===== config.mk =====
export PLATFORM = sky130hd
export DESIGN_NAME = conv_event_window_gen
export DESIGN_NICKNAME = d
export VERILOG_FILES = /design/src/rtl/conv_event_window_gen.sv
export SDC_FILE = /design/constraint.sdc
export NUM_CORES = 1
export LEC_CHECK = 0
export BUFFER_PORTS_ARGS = -buffer_cell sky130_fd_sc_hd__clkbuf_2
export CORE_ASPECT_RATIO = 1.5
export CORE_MARGIN = 4
export CORE_UTILIZATION = 45
export DETAILED_ROUTE_END_ITERATION = 6
export PLACE_DENSITY = 0.72
export SLEW_MARGIN = 0
export SYNTH_ARGS = -nofsm -noshare
export SYNTH_HDL_FRONTEND = slang
export SYNTH_SLANG_ARGS = --single-unit

===== constraint.sdc =====
create_clock -name clk -period 2.83 [get_ports clk]
set_input_delay 0.4245 -clock clk [delete_from_list [all_inputs] [get_ports clk]]
set_output_delay 0.4245 -clock clk [all_outputs]
set_load 0.01 [all_outputs]

===== src/rtl/conv_event_window_gen.sv =====
// conv_event_window_gen: expands one input spike event into the affected output pixels and kernel-weight indices
// Ports:
//   clk, rst               clock, asynchronous active-high reset
//   in_valid/in_ready      event handshake (ready only while idle)
//   in_x, in_y, in_ch      event column, row and input channel
//   out_valid/out_ready    tuple handshake (held stable while stalled)
//   out_x, out_y           affected output pixel
//   out_kidx, out_ch       weight index ky*K+kx and latched event channel
//   done                   pulses on the cycle the last window position retires
//   err_oob                pulses the cycle after an out-of-image event is dropped
module conv_event_window_gen #(
    parameter int KERNEL_SIZE = 3,
    parameter int IN_CHANNELS = 2,
    parameter int IMG_WIDTH   = 8,
    parameter int IMG_HEIGHT  = 8,
    parameter int COORD_BITS  = 4,
    localparam int CH_BITS    = IN_CHANNELS > 1 ? $clog2(IN_CHANNELS) : 1,
    localparam int KIDX_BITS  = $clog2(KERNEL_SIZE * KERNEL_SIZE)
) (
    input  logic                  clk,
    input  logic                  rst,
    input  logic                  in_valid,
    output logic                  in_ready,
    input  logic [COORD_BITS-1:0] in_x,
    input  logic [COORD_BITS-1:0] in_y,
    input  logic [CH_BITS-1:0]    in_ch,
    output logic                  out_valid,
    input  logic                  out_ready,
    output logic [COORD_BITS-1:0] out_x,
    output logic [COORD_BITS-1:0] out_y,
    output logic [KIDX_BITS-1:0]  out_kidx,
    output logic [CH_BITS-1:0]    out_ch,
    output logic                  done,
    output logic                  err_oob
);
    localparam int KB = KERNEL_SIZE > 1 ? $clog2(KERNEL_SIZE) : 1;
    localparam int SW = COORD_BITS + 2;
    localparam logic signed [SW-1:0] HALF = SW'(KERNEL_SIZE / 2);
    localparam logic signed [SW-1:0] W_S  = SW'(IMG_WIDTH);
    localparam logic signed [SW-1:0] H_S  = SW'(IMG_HEIGHT);
    localparam logic [KB-1:0] K_LAST = KB'(KERNEL_SIZE - 1);

    typedef enum logic {IDLE, SCAN} state_t;

    state_t                  state_q, state_d;
    logic [COORD_BITS-1:0]   x_q, x_d, y_q, y_d;
    logic [CH_BITS-1:0]      ch_q, ch_d;
    logic [KB-1:0]           kx_q, kx_d, ky_q, ky_d;
    logic                    err_q, err_d;
    logic signed [SW-1:0]    ox, oy;
    logic                    in_b, in_img, kx_last, ky_last, adv;

    // Output pixel hit by kernel tap (kx,ky): the tap mirrors around the event.
    assign ox = $signed({2'b00, x_q}) + HALF - $signed({{(SW-KB){1'b0}}, kx_q});
    assign oy = $signed({2'b00, y_q}) + HALF - $signed({{(SW-KB){1'b0}}, ky_q});
    assign in_b = !ox[SW-1] && ox < W_S && !oy[SW-1] && oy < H_S;
    assign in_img = {1'b0, in_x} < (COORD_BITS+1)'(IMG_WIDTH) && {1'b0, in_y} < (COORD_BITS+1)'(IMG_HEIGHT);
    assign kx_last = kx_q == K_LAST;
    assign ky_last = ky_q == K_LAST;

    always_ff @(posedge clk or posedge rst) begin
        if (rst) begin
            state_q <= IDLE;
            x_q     <= '0;
            y_q     <= '0;
            ch_q    <= '0;
            kx_q    <= '0;
            ky_q    <= '0;
            err_q   <= 1'b0;
        end else begin
            state_q <= state_d;
            x_q     <= x_d;
            y_q     <= y_d;
            ch_q    <= ch_d;
            kx_q    <= kx_d;
            ky_q    <= ky_d;
            err_q   <= err_d;
        end
    end

    always_comb begin
        state_d   = state_q;
        x_d       = x_q;
        y_d       = y_q;
        ch_d      = ch_q;
        kx_d      = kx_q;
        ky_d      = ky_q;
        err_d     = 1'b0;
        adv       = 1'b0;
        done      = 1'b0;
        in_ready  = state_q == IDLE;
        out_valid = 1'b0;
        out_x     = '0;
        out_y     = '0;
        out_kidx  = '0;
        out_ch    = ch_q;
        err_oob   = err_q;
        if (state_q == IDLE) begin
            if (in_valid && in_img) begin
                state_d = SCAN;
                x_d     = in_x;
                y_d     = in_y;
                ch_d    = in_ch;
                kx_d    = '0;
                ky_d    = '0;
            end else if (in_valid) begin
                err_d = 1'b1;
            end
        end else begin
            out_valid = in_b;
            out_x     = in_b ? ox[COORD_BITS-1:0] : '0;
            out_y     = in_b ? oy[COORD_BITS-1:0] : '0;
            out_kidx  = in_b ? KIDX_BITS'(ky_q) * KIDX_BITS'(KERNEL_SIZE) + KIDX_BITS'(kx_q) : '0;
            // Off-image taps burn exactly one cycle; visible taps wait for the consumer.
            adv       = !in_b || out_ready;
            if (adv) begin
                kx_d = kx_last ? '0 : kx_q + 1'b1;
                ky_d = kx_last ? (ky_last ? '0 : ky_q + 1'b1) : ky_q;
                if (kx_last && ky_last) begin
                    state_d = IDLE;
                    done    = 1'b1;
                end
            end
        end
    end
endmodule


==> impl_results.md, run 1 <==
* Placed cell area at roughly 0.0014 mm²
* Die footprint at 0.00360 mm²
* Routability cong. at 0.728
* Worst slew pin tran at 0.613 ns
* Setup ws final at -0.322 ns
* #FFs+latches synth at 15
* Setup crit end kind: output port
* Share of the synthesized area in the top cell type at 0.311
* Final Max Tran Viols at 0
* Critical path required time at 2.41 ns
* Final min period at about 3.2 ns
* Most common cell in the netlist: ha_1
* Hold buffers post-CTS at 0
* EDFF count, synth at 0
* Final period util at 1.11
* Initial DRT Pass Iterations at 4
* Die Ht at 71.5 µm
* Worst-Skew Late Latency at about 0.29 ns
* HP Class: in -> async
* Slew HR at 0.591
* Cts bufs inserted at 3
* RSZ-0062 raised after global routing: yes
* Max IR drop VDD at 0.588 mV
* Max clock buf depth at 2
* Final hold viol count at 0
* Critical Path AT at 2.73 ns
* Area growth from synthesis to final layout at 34.6%
* Layout cells sized above 1 at 0.451
* Failing checks: setup timing
* Rows at 22
* Max FO, Critical Path at 6
* FF-to-FF Start: kx_q[1]$_DFFE_PP0P_
* Synth top cells by count: 18 x ha_1, 17 x inv_1, 15 x dfrtp_1
* Post-route ant nets at 0
* Port Buffer Count at 27
* CTS root buf: clkbuf_4
* Register area share after synthesis at 0.311
* First-pass GRT wire length at 4420 µm
* FMAX at 317 MHz
* Clock sinks at 15
* DRT Wirelength at 2720 µm
* Top post-synthesis cells by area: dfrtp_1 31%, ha_1 19%, fa_1 6.6%
* Reg2Reg Depth at 10
* DR iter-0 viols at 13
* R2R setup slack at roughly 0.23 ns
* Placement Setup Slack at -0.0946 ns
* R2R Path End: ky_q[1]$_DFFE_PP0P_
* Largest net degree at the start of global routing at 16
* Drt wl/cell at 13.6 µm
* Endpoints failing setup at 12
* Async S/R FF share, synth at 1.00
* Max-cap violation count at 0
* Htree depth at 1
* Vias per std cell at 4.98
* Ys flop type: dfrtp_1
* Vias in the first global route at 1036
* Cell variety after synth at 36
* Cell Pwr Density at around 1100 mW/mm²
* CTS tree: built
* Initial antenna violation count at 0
* CP Class: reg -> out
* Netlist Area Pre-Place at 0.00121 mm²
* Initial core utilization at 0.483
* P_leak at 0.820 nW
* Synth area leader: dfrtp_1
* Max Clock Skew at 0.00272 ns
* Diode count at 0
* Mapped Cells at 119
* Die X at 50.3 µm
* GRT Overall Usage at 0.159
* Yosys warns at 0
* Drt drc at 0
* Core Area at around 0.0025 mm²
* Vias post-DR at 996
* HPWL after DPL at 2110 µm
* Post-layout nets at 200
* Total global routing overflow at 0
* Design Area, Final at 0.00163 mm²
* Synthesized area per cell at 10.2 µm²
* Clock transition at the registers of the reported paths at 0.09 ns
* Worst setup SP type: flip-flop
* Top-Level Pins at 30
* Status: complete, but fails checks
cell usage in the layout (no fill, tap or decap), types with 2 or more instances in the layout:
cell      Yosys  layout
a211o_1       2       2
a21oi_1       2       2
and2_1        8       2
and2_4        0       6
buf_2         0       3
buf_4         2      17
buf_6         1       8
clkbuf_2      0      16
clkbuf_4      0       3
conb_1        1       2
dfrtp_1      15      15
fa_1          4       2
fa_2          0       2
ha_1         18      16
ha_4          0       2
inv_1        17      15
inv_2         1       3
mux2_1        2       2
mux2_2        3       3
nand2_1       7       6
nand2b_1      3       3
nor2_1        8       8
nor3_2        2       2
o21ai_0       4       4
per-layer routing:
metal  part of all wire  vias up  track usage
li1                   -      481            -
met1               0.38      491        0.165
met2               0.57       19        0.308
met3              0.034        5       0.0229
met4              0.017        0       0.0629
met5                  0        -            0
power by group:
group,leakage [nW],switching [mW],total (mW),internal [mW]
registers,0.182,0.0681,0.383,0.315
logic,0.624,0.652,1.29,0.639
clock network,0.0150,0.0713,0.126,0.0549
total,0.820,0.791,1.80,1.01
final cells by class:
cell class,count,area (µm²)
Fill cell,208,878
Multi-Input combinational cell,83,800
Sequential cell,15,375
Timing Repair Buffer,44,313
Inverter,18,67.6
Tap cell,36,45.0
Clock buffer,4,26.3
cell families after synthesis:
| group | count (synthesis) | synth area share |
|---|---|---|
| and+or+nand+nor | 38 | 0.206 |
| adders and majority gates | 22 | 0.253 |
| muxes | 6 | 0.0549 |
| AOI/OAI and AO/OA | 15 | 0.0921 |
| other | 1 | 0.00310 |
| DFF | 15 | 0.311 |
| buffers and inverters | 22 | 0.0807 |
per-stage QoR:
stage / std cells / utilization / TNS, ns / hold WS [ns] / total power, mW
2_1_floorplan: 120 / - / 0 / 0.326 / 1.14
5_1_grt: 200 / 0.649 / -5.55 / 0.227 / 1.99
6_report: 200 / 0.649 / -3.40 / 0.175 / 1.80
3_3_place_gp: 190 / 0.577 / -0.0330 / 0.491 / 1.42
4_1_cts: 198 / 0.609 / -3.51 / 0.202 / 1.68
3_5_place_dp: 190 / 0.577 / -0.678 / 0.500 / 1.48
worst max path at each step:
stage	start	end	slack, ns
finish	ky_q[1]$_DFFE_PP0P_	out_x[0]	-0.32
floorplan	kx_q[1]$_DFFE_PP0P_	out_kidx[0]	0.006
global placement	kx_q[1]$_DFFE_PP0P_	out_kidx[3]	-0.03
global route	ky_q[1]$_DFFE_PP0P_	out_kidx[3]	-0.51
CTS	ky_q[1]$_DFFE_PP0P_	out_kidx[3]	-0.33
detailed placement	kx_q[1]$_DFFE_PP0P_	out_kidx[3]	-0.09
repair_timing:
item                                    4_1_cts  5_1_grt
resized for setup                             7       28
endpoints found under the setup margin       12       12
pin swaps                                     4       11
buffers inserted                              5        2
registers in the layout, indices dropped and copies added (netlist names):
| register | count |
|---|---|
| err_oob | 1 |
| kx_q | 2 |
| ky_q | 2 |
| out_ch | 1 |
| state_q | 1 |
| x_q | 4 |
| y_q | 4 |
worst max-delay path, cell delays in order (launching register included):
cell and delay (ns):
dfrtp_1 0.42, ha_4 0.27, inv_2 0.04, ha_4 0.16, fa_2 0.36, nor2_1 0.11, mux2i_1 0.11, nor4_4 0.29
nor4b_4 0.26, buf_4 0.19, and2_1 0.12, buf_2 0.12
Note: power is estimated with default switching activity, not from simulation.
==> run 2, diff against run 1 <==
- PLACE_DENSITY: 0.72 -> 0.69
- clock period: 2.83 -> 3.1 ns (I/O delays scaled with it)
==> run 2 against run 1 <==
Net effect: the run still ends with setup timing left; global-route usage fell by 0.77 points; final cell count fell by 1.0%; die area did not move; register-to-register slack improved by 0.19 ns; worst setup slack improved by 0.26 ns; hold slack improved by 0.027 ns; sequential share of layout area rose by 0.42 points; sequential power fell by 10%; clock-buffer cell count did not move; final area fell by 1.8%; flip-flop and latch count did not move; utilization fell by 1.1 points; critical path type unchanged; highest routed layer unchanged.
==> impl_results.md, run 2 (synthesized netlist as in run 1, its figures left out) <==
* R2R setup slack at 0.42 ns
* Initial antenna violation count at 0
* Rows at 22
* Placed Instances at 187
* Critical path required time at 2.63 ns
* Vias post-DR at 960
* Util after Layout at 0.638
* Final Max Tran Viols at 0
* GRT Overall Usage at 0.151
* Final hold viol count at 0
* Vias per std cell at 4.85
* Largest net degree at the start of global routing at 16
* Htree depth at 1
* CP Class: reg -> out
* Critical Path AT at between 2 and 3 ns
* Setup ws final at -0.0599 ns
* Die X at 50.3 µm
* Total global routing overflow at 0
* Failing checks: setup timing
* Endpoints failing setup at 10
* CP endpoint: out_kidx[0]
* Routability cong. at roughly 0.78
* Initial DRT Pass Iterations at 4
* Drt drc at 0
* Clock transition at the registers of the reported paths at approximately 0.090 ns
* CTS tree: built
* Cell Pwr Density at 994 mW/mm²
* Worst-Skew Late Latency at 0.29 ns
* Max Clock Skew at 0.00297 ns
* Post-route ant nets at 0
* Fin Hold WS at roughly 0.20 ns
* Worst slew pin tran at ~0.6 ns
* Max FO, Critical Path at 7
* FMAX at approximately 320 MHz
* HPWL after DPL at between 1500 and 2000 µm
* Die Ht at 71.5 µm
* DR iter-0 viols at 14
* Die footprint at around 0.0036 mm²
* Area growth from synthesis to final layout at 32.2%
* Worst setup SP type: flip-flop
* Post-route setup TNS at -0.405 ns
* Drt wl/cell at approximately 12 µm
* Final period util at 1.02
* CTS root buf: clkbuf_4
* Filler cells at 200
* Final Non-Filler Cells at 198
* Top-Level Pins at 30
* First-pass GRT wire length at 4240 µm
* RSZ-0062 raised after global routing: yes
* Layout cells sized above 1 at 0.438
* FF-to-FF Start: kx_q[1]$_DFFE_PP0P_
* P_leak at between 0.8 and 0.9 nW
* Vias in the first global route at 1018
* HP Class: in -> async
* Initial core utilization at 0.483
* Reg2Reg Depth at 11
* R2R Path End: ky_q[1]$_DFFE_PP0P_
* Setup crit start: ky_q[1]$_DFFE_PP0P_
* Top flop regs: x_q (4), y_q (4)
* Max-cap violation count at 0
* Max IR drop VDD at 0.602 mV
* Post-layout nets at 198
* Most frequent cells in the layout: 16 x inv_1, 16 x ha_1, 15 x dfrtp_1, 15 x clkbuf_2, 14 x buf_4
* Port Buffer Count at 27
* Final min period at around 3.2 ns
* Placement Setup Slack at 0.0102 ns
* Status: complete, but fails checks
* Diode count at 0
* Core Area at 0.00250 mm²
* Hold buffers post-CTS at 0
* Slew HR at 0.600
* Cts bufs inserted at 3
* DRT Wirelength at 2430 µm
* Setup crit end kind: output port
* Clock sinks at 15
* Max clock buf depth at 2
-- run 2: worst max-delay path: stages (launching register included) --
cell	delay (ns)
dfrtp_1	0.39
ha_1	0.27
inv_1	0.04
ha_2	0.19
fa_2	0.34
nor2_1	0.09
mux2i_1	0.11
nor4_4	0.29
nor4b_4	0.25
buf_4	0.18
and2_1	0.13
buf_2	0.12
-- run 2: final cells by class --
class                   instances  area (µm²)  share of cell area
flip-flops and latches         15         375               0.235
clock buffers                   4        26.3              0.0164
multi-input cells              83         788               0.493
inverters                      18        67.6              0.0423
well taps                      36        45.0              0.0282
repair buffers                 42         295               0.185
-- run 2: worst min-delay path by stage --
stage	slack, ns	depth (start not counted)	end	startpoint
2_1_floorplan	0.37	1	err_oob$_DFF_PP0_	rst
4_1_cts	0.22	2	x_q[1]$_DFFE_PP0P_	rst
5_1_grt	0.25	2	x_q[1]$_DFFE_PP0P_	rst
3_3_place_gp	0.50	1	out_ch$_DFFE_PP0P_	out_ch$_DFFE_PP0P_
3_5_place_dp	0.50	1	out_ch$_DFFE_PP0P_	out_ch$_DFFE_PP0P_
6_report	0.20	2	x_q[1]$_DFFE_PP0P_	rst
-- run 2: power by group --
part	internal (mW)	leakage, nW	switching, mW	total [mW]
clock network	0.0501	0.0150	0.0682	0.118
registers	0.288	0.182	0.0560	0.344
logic	0.559	0.623	0.567	1.13
total	0.897	0.820	0.691	1.59
-- run 2: per-layer routing --
metal	track usage	vias to the layer above	share of wire
li1	-	481	-
met1	0.178	452	0.40
met2	0.267	22	0.53
met3	0.0291	5	0.049
met4	0.0539	0	0.019
met5	0	-	0
-- run 2: timing repair --
item	in CTS	in global routing
setup buffers	3	5
endpoints found under the setup margin	12	12
pin swaps	8	5
resized for setup	8	27
-- run 2: per-stage QoR --
| stage | power (mW) | instance area [µm²] |
|---|---|---|
| 4_1_cts | 1.51 | 1500 |
| 6_report | 1.59 | 1600 |
| 2_1_floorplan | 1.04 | 1210 |
| 3_5_place_dp | 1.31 | 1420 |
| 5_1_grt | 1.76 | 1600 |
| 3_3_place_gp | 1.28 | 1420 |
